File: config.mk
export PLATFORM = sky130hd
export DESIGN_NAME = i_cache
export DESIGN_NICKNAME = d
export VERILOG_FILES = /design/src/rtl/i_cache.sv
export SDC_FILE = /design/constraint.sdc
export NUM_CORES = 1
export LEC_CHECK = 0
export BUFFER_PORTS_ARGS = -buffer_cell sky130_fd_sc_hd__buf_2
export CAP_MARGIN = 40
export CORE_MARGIN = 5
export CORE_UTILIZATION = 45
export CTS_BUF_LIST = sky130_fd_sc_hd__clkbuf_8 sky130_fd_sc_hd__clkbuf_16
export DETAILED_ROUTE_END_ITERATION = 10
export HOLD_SLACK_MARGIN = 0.1
export PLACE_DENSITY = 0.74
export SYNTH_ARGS = -nofsm -noshare
export SYNTH_HDL_FRONTEND = slang
export SYNTH_SLANG_ARGS = --single-unit
File: constraint.sdc
create_clock -name clk -period 6.4 [get_ports clk]
set_input_delay 0.32 -clock clk [delete_from_list [all_inputs] [get_ports clk]]
set_output_delay 0.32 -clock clk [all_outputs]
set_load 0.01 [all_outputs]
File: src/rtl/i_cache.sv
// i_cache: direct-mapped, read-only instruction cache between the IF stage
// and the unified memory port. Lines are four 16-bit words. Hits are returned
// combinationally in the lookup cycle. A miss issues one line refill and waits
// for the memory's one-cycle input-ready pulse.
//
// Ports:
//   clk, reset_n     clock; synchronous active-low reset
//   i_mem_read       fetch request (level-held while stalled)
//   i_address        fetch word address
//   i_invalidate     one-cycle pulse, clears every valid bit
//   i_ready          fetch hit, i_data valid this cycle
//   i_data           fetched instruction word
//   i_cache_busy     refill outstanding
//   mem_read         refill request, held until mem_input_ready
//   mem_address      line-aligned refill address
//   mem_data         refill line, word k at bits [16k+15:16k]
//   mem_input_ready  one-cycle pulse, mem_data valid
//   num_miss         saturating refill counter
module i_cache #(
    parameter int INDEX_BITS = 2
) (
    input  logic        clk,
    input  logic        reset_n,
    input  logic        i_mem_read,
    input  logic [15:0] i_address,
    input  logic        i_invalidate,
    output logic        i_ready,
    output logic [15:0] i_data,
    output logic        i_cache_busy,
    output logic        mem_read,
    output logic [15:0] mem_address,
    input  logic [63:0] mem_data,
    input  logic        mem_input_ready,
    output logic [15:0] num_miss
);

    localparam int LINES = 1 << INDEX_BITS;
    localparam int TAG_W = 14 - INDEX_BITS;

    typedef enum logic {IDLE, FILL} state_t;

    state_t             state_q;
    logic [LINES-1:0]   valid_q;
    logic               mem_read_q;
    logic [15:0]        mem_address_q;
    logic [15:0]        num_miss_q;
    logic [15:0]        num_miss_d;
    logic               busy_q;
    // Set when an invalidate lands while a refill is in flight, so the
    // returning line is stored but left invalid.
    logic               discard_q;

    // Line storage is never reset; only the valid bits carry reset state.
    logic [TAG_W-1:0]   tag_mem  [LINES];
    logic [63:0]        data_mem [LINES];

    logic [1:0]            offset;
    logic [INDEX_BITS-1:0] index;
    logic [TAG_W-1:0]      tag;
    logic [INDEX_BITS-1:0] fill_index;
    logic [TAG_W-1:0]      fill_tag;
    logic [63:0]           line;
    logic                  hit;

    function automatic logic [15:0] sat_inc(input logic [15:0] v);
        return (v == 16'hFFFF) ? v : v + 16'd1;
    endfunction

    assign offset     = i_address[1:0];
    assign index      = i_address[INDEX_BITS+1:2];
    assign tag        = i_address[15:INDEX_BITS+2];
    // The latched refill address is the single source of the fill target,
    // so a fetch address change during FILL cannot redirect the write.
    assign fill_index = mem_address_q[INDEX_BITS+1:2];
    assign fill_tag   = mem_address_q[15:INDEX_BITS+2];

    assign line       = data_mem[index];
    assign hit        = i_mem_read && valid_q[index] && (tag_mem[index] == tag);
    assign num_miss_d = sat_inc(num_miss_q);

    assign i_ready      = (state_q == IDLE) && hit;
    assign i_data       = line[{offset, 4'b0000} +: 16];
    assign i_cache_busy = busy_q;
    assign mem_read     = mem_read_q;
    assign mem_address  = mem_address_q;
    assign num_miss     = num_miss_q;

    always_ff @(posedge clk) begin
        if (!reset_n) begin
            state_q       <= IDLE;
            valid_q       <= '0;
            mem_read_q    <= 1'b0;
            mem_address_q <= '0;
            num_miss_q    <= '0;
            busy_q        <= 1'b0;
            discard_q     <= 1'b0;
        end else begin
            case (state_q)
                IDLE: begin
                    if (i_invalidate) begin
                        valid_q <= '0;
                    end
                    if (i_mem_read && !hit) begin
                        state_q       <= FILL;
                        mem_read_q    <= 1'b1;
                        busy_q        <= 1'b1;
                        mem_address_q <= {i_address[15:2], 2'b00};
                        num_miss_q    <= num_miss_d;
                        discard_q     <= 1'b0;
                    end
                end
                FILL: begin
                    if (i_invalidate) begin
                        valid_q   <= '0;
                        discard_q <= 1'b1;
                    end
                    // The per-line write below overrides the bulk clear for
                    // the filled line only; an invalidate on this very edge
                    // still discards it.
                    if (mem_input_ready) begin
                        state_q             <= IDLE;
                        mem_read_q          <= 1'b0;
                        busy_q              <= 1'b0;
                        valid_q[fill_index] <= !(discard_q || i_invalidate);
                    end
                end
                default: state_q <= IDLE;
            endcase
        end
    end

    always_ff @(posedge clk) begin
        if (reset_n && (state_q == FILL) && mem_input_ready) begin
            data_mem[fill_index] <= mem_data;
            tag_mem[fill_index]  <= fill_tag;
        end
    end

endmodule

==> results of run 1 <==
==> path summary, 6_finish.rpt <==
check / startpoint / to / slack [ns] / cells after the start
setup / recovery: i_address[3] / i_ready / 2.99 / 8
hold / removal: i_address[15] / mem_address[15] / 0.12 / 3
setup reg to reg: state_q / data_mem[2][19] / 3.99 / 5
hold reg to reg: num_miss[11] / num_miss[11] / 0.48 / 2
==> layout make-up <==
class	count	area, µm²	area share, %
Antenna cell	2	5.00	0.0304
Clock buffer	40	1000	6.09
Clock inverter	22	178	1.08
Inverter	5	18.8	0.114
Multi-Input combinational cell	281	3280	19.9
Sequential cell	341	9870	60.0
Tap cell	390	488	2.97
Timing Repair Buffer	220	1610	9.80
==> cells in the mapped netlist (6+ instances only) <==
| cell | n |
|---|---|
| mux2i_1 | 31 |
| buf_1 | 10 |
| dfxtp_1 | 37 |
| nor3_1 | 6 |
| mux4_2 | 89 |
| nand2_1 | 50 |
| nand2b_1 | 16 |
| nor2_1 | 6 |
| a21oi_1 | 8 |
| edfxtp_1 | 304 |
| nand3_1 | 8 |
| xnor2_1 | 13 |
| nand4_1 | 8 |
| clkbuf_1 | 16 |
==> power breakdown <==
group          switching, mW  internal [mW]
logic                  0.138          0.146
registers             0.0156           2.45
clock network          0.805           1.24
total                  0.958           3.83
==> through the flow <==
step / instance area [µm²] / cells / util, % / power [mW] / hold slack (ns)
5_1_grt: 16400 / 1301 / 55.9 / 4.96 / 0.116
4_1_cts: 16400 / 1299 / 55.9 / 4.84 / 0.100
2_1_floorplan: 13300 / 661 / - / 2.66 / 0.419
6_report: 16400 / 1301 / 55.9 / 4.79 / 0.122
3_3_place_gp: 14400 / 1157 / 48.9 / 2.75 / 0.464
3_5_place_dp: 14500 / 1165 / 49.5 / 2.76 / 0.473
==> state kept, by name, indices dropped and copies added (netlist names) <==
| register | flops |
|---|---|
| state_q | 1 |
| mem_address | 14 |
| i_cache_busy | 1 |
| discard_q | 1 |
| data_mem | 256 |
| num_miss | 16 |
| tag_mem | 48 |
| valid_q | 4 |
==> metal layers <==
metal	share of wire [%]	GRT usage [%]	vias to the layer above
met5	0	0	-
met4	1.8	3.96	0
met2	48	25.3	216
met3	6.3	3.33	36
met1	43	22.2	3564
li1	-	-	3145
==> critical path, stage by stage <==
cell and delay (ns):
buf_4 0.43, buf_4 0.66, mux4_2 0.44, xnor2_1 0.20
and4_1 0.22, nand3_1 0.07, a2111oi_0 0.49, buf_2 0.23
==> logic make-up (layout without fill, tap and decap cells) <==
logic type,count (synthesis),count (layout),synth area share (%)
compound gates,23,23,1.25
xor+xnor,17,17,1.12
fa+ha+maj,1,1,0.0942
buf+inv,39,287,1.30
flops,341,341,74.3
mux,120,120,17.4
other cells,1,4,0.0282
simple gates,118,118,4.49
==> timing repair <==
item | in CTS | in global routing
endpoints found under the hold margin | 264 | 0
hold buffers | 72 | 0
endpoints found under the setup margin | 0 | 0
buffers inserted | 0 | 0
==> impl_metrics.env, run 1 <==
export IMPL_die_y_um=182
export IMPL_ios=136
export IMPL_fmax_ghz=0.294
export IMPL_cts_tree="built"
export IMPL_dp_hpwl_um=15800
export IMPL_period_share_pct=53.2
export IMPL_cts_root_buf="clkbuf_16"
export IMPL_synth_ff_latch_count=341
export IMPL_synthCells=660
export IMPL_setup_worst_path_end_class="output port"
export IMPL_final_cell_mix="edfxtp_1 (304), buf_2 (131), mux4_2 (89)"
export IMPL_synth_area_leaders="edfxtp_1 (69%), mux4_2 (15%), dfxtp_1 (5.6%), mux2i_1 (2.3%), nand2_1 (1.4%)"
export IMPL_grt_pass1_vias=7372
export IMPL_ir_worst_vdd_mv=0.221
export IMPL_fin_skew_ns=0.00811
export IMPL_die_area_um2=33100
export IMPL_clk_insertion_delay_late_ns=0.50
export IMPL_path_clk_slew_ns=0.06
export IMPL_drive_gt1_share_pct=32.8
export IMPL_setup_viol=0
export IMPL_status="finished clean"
export IMPL_worst_slack_ns=2.99
export IMPL_post_place_ws_ns=2.89
export IMPL_worstPathMaxFanout=46
export IMPL_worstPathArrival_ns=3.09
export IMPL_setup_tns_ns=0
export IMPL_syn_to_final_growth_pct=23.8
export IMPL_dr_pass1_iters=5
export IMPL_path_class="primary input to output port"
export IMPL_netlist_area_um2=13300
export IMPL_synth_edf_count=304
export IMPL_final_common_cell="edfxtp_1"
export IMPL_cp_data_required_time_ns=6.08
export IMPL_p_leak_nw=5.61
export IMPL_routabilityCongestion=0.763
export IMPL_relSlewSlack_pct=51.1
export IMPL_drt_total_wl_um=26000
export IMPL_grt_pass1_wl_um=41200
export IMPL_synth_largest_area_cell="edfxtp_1"
export IMPL_synth_seq_area_share_pct=74.3
export IMPL_fin_crit_ns=3.41
export IMPL_drtIter0Drc=515
export IMPL_hold_viol=0
export IMPL_start_util_pct=45.2
export IMPL_grt_ovfl_total=0
export IMPL_fp_coreArea_um2=29400
export IMPL_synth_cell_types=42
export IMPL_min_path_type="primary input to register"
export IMPL_die_w_um=182
export IMPL_synth_area_per_cell_um2=20.1
export IMPL_synth_main_ff_cell="edfxtp_1"
export IMPL_htree_levels=2
export IMPL_grt_use_total_pct=15.7
export IMPL_async_flop_share_pct=0
export IMPL_vias_per_cell=5.35
export IMPL_yosysWarnings=0
export IMPL_avgRoutedWirePerCell_um=20.0
export IMPL_powerDensity_nw_per_um2=291
export IMPL_route_detailed_drc=0
export IMPL_rows=63
export IMPL_antenna_found_initial=2
export IMPL_cts_max_path_buffers=3
export IMPL_maxSlewViolCount=0
export IMPL_clkSinkCount=341
export IMPL_n_fill_cell=2216
export IMPL_crit_path_start_kind="primary input"
export IMPL_worst_pin_slew_ns=0.734
export IMPL_port_buffers=133
export IMPL_cap_violations=0
export IMPL_yosysTopAreaCellShare_pct=68.7
export IMPL_rsz0062_at_grt="no"
export IMPL_grt_max_degree=47
export IMPL_ant_nets=0
export IMPL_cts_resized=0
export IMPL_cts_made_buffers=35
export IMPL_vias=6961
export IMPL_nNetsFinal=970
(Power assumes the default switching activity.)
==> inputs of run 2 (changes only) <==
Settings changed: ABC_AREA set to 1, PLACE_DENSITY 0.74 to 0.76.
Clock period 6.4 ns to 2.9 ns, I/O delays scaled along.
==> run 2 against run 1 <==
Effect of this change: clock power increased by 99%; first-iteration DRC count increased by 86%; final cell count rose by 35%; setup slack worse by 2.5 ns; largest power group unchanged; highest routed layer is now met5.
==> impl_metrics.env, run 2 <==
export IMPL_hold_viol=0
export IMPL_use_met1_pct=26.1
export IMPL_power_share_sequential_pct=53.1
export IMPL_grt_max_degree=77
export IMPL_fp_coreArea_um2=30400
export IMPL_yosysTopAreaCellShare_pct=66.3
export IMPL_powerDensity_nw_per_um2=615
export IMPL_htree_levels=2
export IMPL_path_clk_slew_ns=0.07
export IMPL_setup_viol=0
export IMPL_power_internal_mw=7.98
export IMPL_synth_largest_area_cell="edfxtp_1"
export IMPL_die_y_um=185
export IMPL_async_flop_share_pct=0
export IMPL_fmax_ghz=0.419
export IMPL_ios=136
export IMPL_dr_pass1_iters=5
export IMPL_post_place_ws_ns=0.669
export IMPL_min_path_type="primary input to register"
export IMPL_antenna_found_initial=8
export IMPL_ant_nets=0
export IMPL_largest_reg_flops=256
export IMPL_switching_share_pct=22.3
export IMPL_multiInputGateArea_um2=3500
export IMPL_drive_gt1_share_pct=15.8
export IMPL_register_area_um2=9880
export IMPL_worst_pin_slew_ns=0.917
export IMPL_grt_ovfl_total=0
export IMPL_route_detailed_drc=0
export IMPL_cp_data_required_time_ns=3.30
export IMPL_worst_slack_ns=0.512
export IMPL_path_class="register to register"
export IMPL_setup_worst_path_end_class="register"
export IMPL_synth_seq_area_share_pct=71.7
export IMPL_cts_root_buf="clkbuf_16"
export IMPL_port_buffers=133
export IMPL_dp_hpwl_um=19800
export IMPL_drt_total_wl_um=33800
export IMPL_nNetsFinal=1416
export IMPL_power_frac_clock_pct=39.4
export IMPL_ir_worst_vdd_mv=0.369
export IMPL_synthCells=1136
export IMPL_synth_common_cells="edfxtp_1 (304), nor2_1 (164), nand2_1 (159), o21ai_0 (131), clkbuf_1 (56)"
export IMPL_cts_tree="built"
export IMPL_use_met2_pct=32.6
export IMPL_n_fill_cell=2448
export IMPL_synth_cell_types=29
export IMPL_syn_to_final_growth_pct=21.4
export IMPL_synth_edf_count=304
export IMPL_vias=9813
export IMPL_worstPathMaxFanout=18
export IMPL_final_common_cell="edfxtp_1"
export IMPL_fin_skew_ns=0.0193
export IMPL_yosysWarnings=0
export IMPL_synth_main_ff_cell="edfxtp_1"
export IMPL_drtIter0Drc=958
export IMPL_synth_area_per_cell_um2=12.1
export IMPL_worstPathArrival_ns=2.79
export IMPL_start_util_pct=45.3
export IMPL_die_area_um2=34200
export IMPL_synthMostInstantiatedCell="edfxtp_1"
export IMPL_die_w_um=185
export IMPL_setup_tns_ns=0
export IMPL_synth_ff_latch_count=341
export IMPL_grt_pass1_vias=9702
export IMPL_grt_pass1_wl_um=52900
export IMPL_grt_use_total_pct=19.5
export IMPL_period_share_pct=82.3
export IMPL_rsz0062_at_grt="no"
export IMPL_combPwrFrac_pct=7.5
export IMPL_cap_violations=0
export IMPL_netlist_area_um2=13800
export IMPL_grt_util_met3_pct=3.93
export IMPL_rows=64
export IMPL_maxSlewViolCount=0
export IMPL_vias_per_cell=5.60
export IMPL_fin_crit_ns=2.39
export IMPL_regMostFlops="data_mem"
export IMPL_grt_busiest_layer="met2"
export IMPL_clk_insertion_delay_late_ns=0.51
export IMPL_cts_max_path_buffers=3
export IMPL_crit_path_start_kind="register"
export IMPL_clkSinkCount=341
export IMPL_cts_made_buffers=35
export IMPL_relSlewSlack_pct=38.8
export IMPL_avgRoutedWirePerCell_um=19.3
export IMPL_p_leak_nw=5.90
export IMPL_routabilityCongestion=0.900
export IMPL_p_sw_mw=2.29
export IMPL_final_cell_mix="edfxtp_1 (304), nor2_1 (162), nand2_1 (158)"
export IMPL_synth_area_leaders="edfxtp_1 (66%), dfxtp_1 (5.4%), o21ai_0 (4.8%), nor2_1 (4.5%), nand2_1 (4.3%)"
export IMPL_status="finished clean"
-- run 2: changes by cell type after synthesis, sizes merged, moves of 40 or more --
cell / delta
nand3: +43
o21ai: +125
nor2: +157
nand2: +109
clkbuf: +40
o221ai: +48
mux4: -89
-- run 2: critical path, stage by stage, from the launching register on --
cell           delay (ns)
edfxtp_1             0.39
nand2_1              0.10
nand3_1              0.12
nand2_1              0.10
nand2_1              0.06
nand2_1              0.06
nor2_1               0.04
nand2_1              0.07
nor2_1               0.05
nand2_1              0.13
nand3_2              0.35
nor2_1               0.20
nor2_1               0.06
dlygate4sd3_1        0.55
-- run 2: what timing repair did --
| item | 4_1_cts | 5_1_grt |
|---|---|---|
| resized for setup | 0 | 0 |
| setup buffers | 0 | 0 |
| hold endpoints to repair | 279 | 0 |
| hold buffers | 81 | 0 |
-- run 2: per-layer routing --
layer  part of all wire [%]  wire length, µm  vias to the layer above
li1                       -                -                     4559
met1                     41            13800                     4766
met2                     49            16500                      407
met3                    7.8             2620                       73
met4                    2.3              767                        8
met5                   0.12               39                        -
-- run 2: layout make-up --
class                      instances  area share (%)
clock inverter                    24           0.891
sequential                       341            59.1
inverter                          30           0.734
multi-input combinational        689            20.9
tap                              396            2.96
clock buffer                      35            5.24
timing repair buffer             233            10.1
antenna                            4          0.0599
-- run 2: final timing paths --
| path | cells after the start | start | to | slack (ns) |
|---|---|---|---|---|
| hold reg to reg | 2 | i_cache_busy | i_cache_busy | 0.47 |
| hold / removal | 4 | i_mem_read | state_q | 0.18 |
| setup / recovery | 13 | tag_mem[1][0] | mem_address[2] | 0.51 |
| setup reg to reg | 13 | tag_mem[1][0] | mem_address[2] | 0.51 |
-- run 2: power by group through the flow --
stage	combinational (mW)	clock, mW	sequential, mW
after floorplan	0.394	0	5.56
after global placement	0.646	0	5.55
after detailed placement	0.668	0	5.56
after CTS	0.766	4.13	5.45
after global routing	0.848	4.35	5.46
final	0.770	4.05	5.45
-- run 2: kinds of logic (layout without fill, tap and decap cells) --
kind of cell             after synthesis  in the layout  synth area share [%]
buffers and inverters                107            322                  3.36
flip-flops                           341            341                  71.7
other                                  1              6                0.0272
adder cells (fa/ha/maj)                1              1                0.0908
AND/OR/NAND/NOR                      423            423                  13.1
AO/OA/AOI/OAI                        247            247                  10.8
XOR/XNOR                              16             16                  1.02
-- run 2: through the flow --
stage,util (%),total power [mW],hold slack (ns),area (µm²),std cells
6_report,54.9,10.3,0.184,16700,1752
5_1_grt,54.9,10.7,0.203,16700,1752
4_1_cts,54.9,10.4,0.155,16700,1748
3_5_place_dp,48.9,6.22,0.361,14900,1608
3_3_place_gp,48.9,6.20,0.359,14900,1608
2_1_floorplan,-,5.95,0.244,13900,1137
==> inputs of run 3 (changes only) <==
Settings changed: PLACE_DENSITY 0.76 to 0.73.
Clock period 2.9 ns to 2.38 ns, I/O delays scaled along.
==> run 3 against run 2 <==
Effect of this change: clock-buffer cell count grew 1; setup slack lost 0.37 ns; register-to-register slack lost 0.32 ns; clock skew shrank 0.0044 ns; final cell count grew 0.86%; via count grew 1.1%; critical path depth shrank 4; sequential power grew 22%; sequential share of layout area shrank 0.87 points; core utilization grew 0.82 points; critical path type is now register to output port; highest routed layer unchanged.
==> impl_metrics.env, run 3 (synthesis results as in run 2) <==
export IMPL_clk_insertion_delay_late_ns=0.51
export IMPL_die_w_um=185
export IMPL_crit_path_start_kind="register"
export IMPL_multiInputGateArea_um2=3500
export IMPL_fin_crit_ns=2.23
export IMPL_n_fill_cell=2417
export IMPL_die_area_um2=34200
export IMPL_cts_root_buf="clkbuf_16"
export IMPL_dp_hpwl_um=20500
export IMPL_final_common_cell="edfxtp_1"
export IMPL_largest_reg_flops=256
export IMPL_drt_total_wl_um=34100
export IMPL_placedCellCount=1618
export IMPL_powerDensity_nw_per_um2=748
export IMPL_setup_viol=0
export IMPL_worst_pin_slew_ns=0.648
export IMPL_cp_data_required_time_ns=2.26
export IMPL_vias_per_cell=5.61
export IMPL_ant_nets=0
export IMPL_stdcell_area_um2=17000
export IMPL_regMostFlops="data_mem"
export IMPL_finalPower_mw=12.7
export IMPL_period_share_pct=93.8
export IMPL_relSlewSlack_pct=56.5
export IMPL_grt_ovfl_total=0
export IMPL_register_area_um2=9880
export IMPL_fp_coreArea_um2=30400
export IMPL_ir_worst_vdd_mv=0.458
export IMPL_nNetsFinal=1432
export IMPL_routabilityCongestion=0.865
export IMPL_vias=9918
export IMPL_rows=64
export IMPL_die_y_um=185
export IMPL_final_cell_mix="edfxtp_1 (304), nor2_1 (162), nand2_1 (157)"
export IMPL_start_util_pct=45.3
export IMPL_route_detailed_drc=0
export IMPL_port_buffers=133
export IMPL_setup_worst_path_end_class="output port"
export IMPL_worstPathArrival_ns=2.11
export IMPL_cts_tree="built"
export IMPL_antenna_found_initial=6
export IMPL_maxSlewViolCount=0
export IMPL_fmax_ghz=0.448
export IMPL_hold_viol=0
export IMPL_path_clk_slew_ns=0.06
export IMPL_p_leak_nw=6.00
export IMPL_utilization_pct=55.7
export IMPL_drtIter0Drc=928
export IMPL_worstPathMaxFanout=2
export IMPL_fin_skew_ns=0.0148
export IMPL_grt_pass1_vias=9756
export IMPL_syn_to_final_growth_pct=23.2
export IMPL_grt_pass1_wl_um=53800
export IMPL_cts_made_buffers=36
export IMPL_ios=136
export IMPL_grt_use_total_pct=19.8
export IMPL_grt_max_degree=129
export IMPL_min_path_type="primary input to register"
export IMPL_htree_levels=2
export IMPL_final_cells=1767
export IMPL_cts_max_path_buffers=3
export IMPL_cap_violations=0
export IMPL_clkSinkCount=341
export IMPL_status="finished clean"
export IMPL_place_area_um2=15000
export IMPL_path_class="register to output port"
export IMPL_drive_gt1_share_pct=16.4
export IMPL_dr_pass1_iters=5
export IMPL_avgRoutedWirePerCell_um=19.3
export IMPL_rsz0062_at_grt="no"
[run 3: final timing paths]
check / start / end / slack [ns] / cells after the start
setup / recovery: tag_mem[0][2] / i_ready / 0.15 / 9
hold / removal: i_address[3] / mem_address[3] / 0.13 / 4
setup reg to reg: tag_mem[1][9] / mem_address[10] / 0.19 / 12
hold reg to reg: valid_q[0] / valid_q[0] / 0.49 / 2
[run 3: report_power, final]
group | switching [mW] | internal (mW)
Clock | 2.13 | 2.95
Sequential | 0.0493 | 6.60
Combinational | 0.599 | 0.368
Total | 2.78 | 9.92
[run 3: per-stage QoR]
stage | setup WS (ns) | setup TNS [ns] | hold WS [ns]
2_1_floorplan | -0.987 | -149.96 | 0.218
3_3_place_gp | 0.446 | 0 | 0.330
3_5_place_dp | 0.416 | 0 | 0.335
4_1_cts | 0.0684 | 0 | 0.123
5_1_grt | 0.0415 | 0 | 0.148
6_report | 0.147 | 0 | 0.133
[run 3: layout make-up]
type,count,area share (%)
sequential,341,58.3
multi-input combinational,689,20.6
clock buffer,36,5.31
timing repair buffer,248,11.2
tap,396,2.92
antenna,3,0.0443
inverter,30,0.708
clock inverter,24,0.974
[run 3: worst max-delay path, cell delays in order, from the launching register on]
cell and delay [ns]:
edfxtp_1 0.37, nand2_1 0.08, nand3_1 0.06, nand2_1 0.11
xor2_1 0.19, nand3_1 0.09, nor3_1 0.22, nand4_1 0.15
nor2_1 0.17, buf_2 0.16
[run 3: repair_timing]
action | in CTS | in global routing
hold endpoints to repair | 279 | 0
setup buffers | 0 | 1
hold buffers | 85 | 0
setup endpoints to repair | 0 | 4
gates resized for setup | 0 | 4
[run 3: per-layer routing]
metal	share of wire [%]	wire [µm]	track usage, %	vias up
met1	41	14000	26.6	4843
met5	0.11	37	0	-
met3	7.6	2610	4.28	74
met4	2.3	779	6.14	6
met2	49	16700	32.7	399
li1	-	-	-	4596
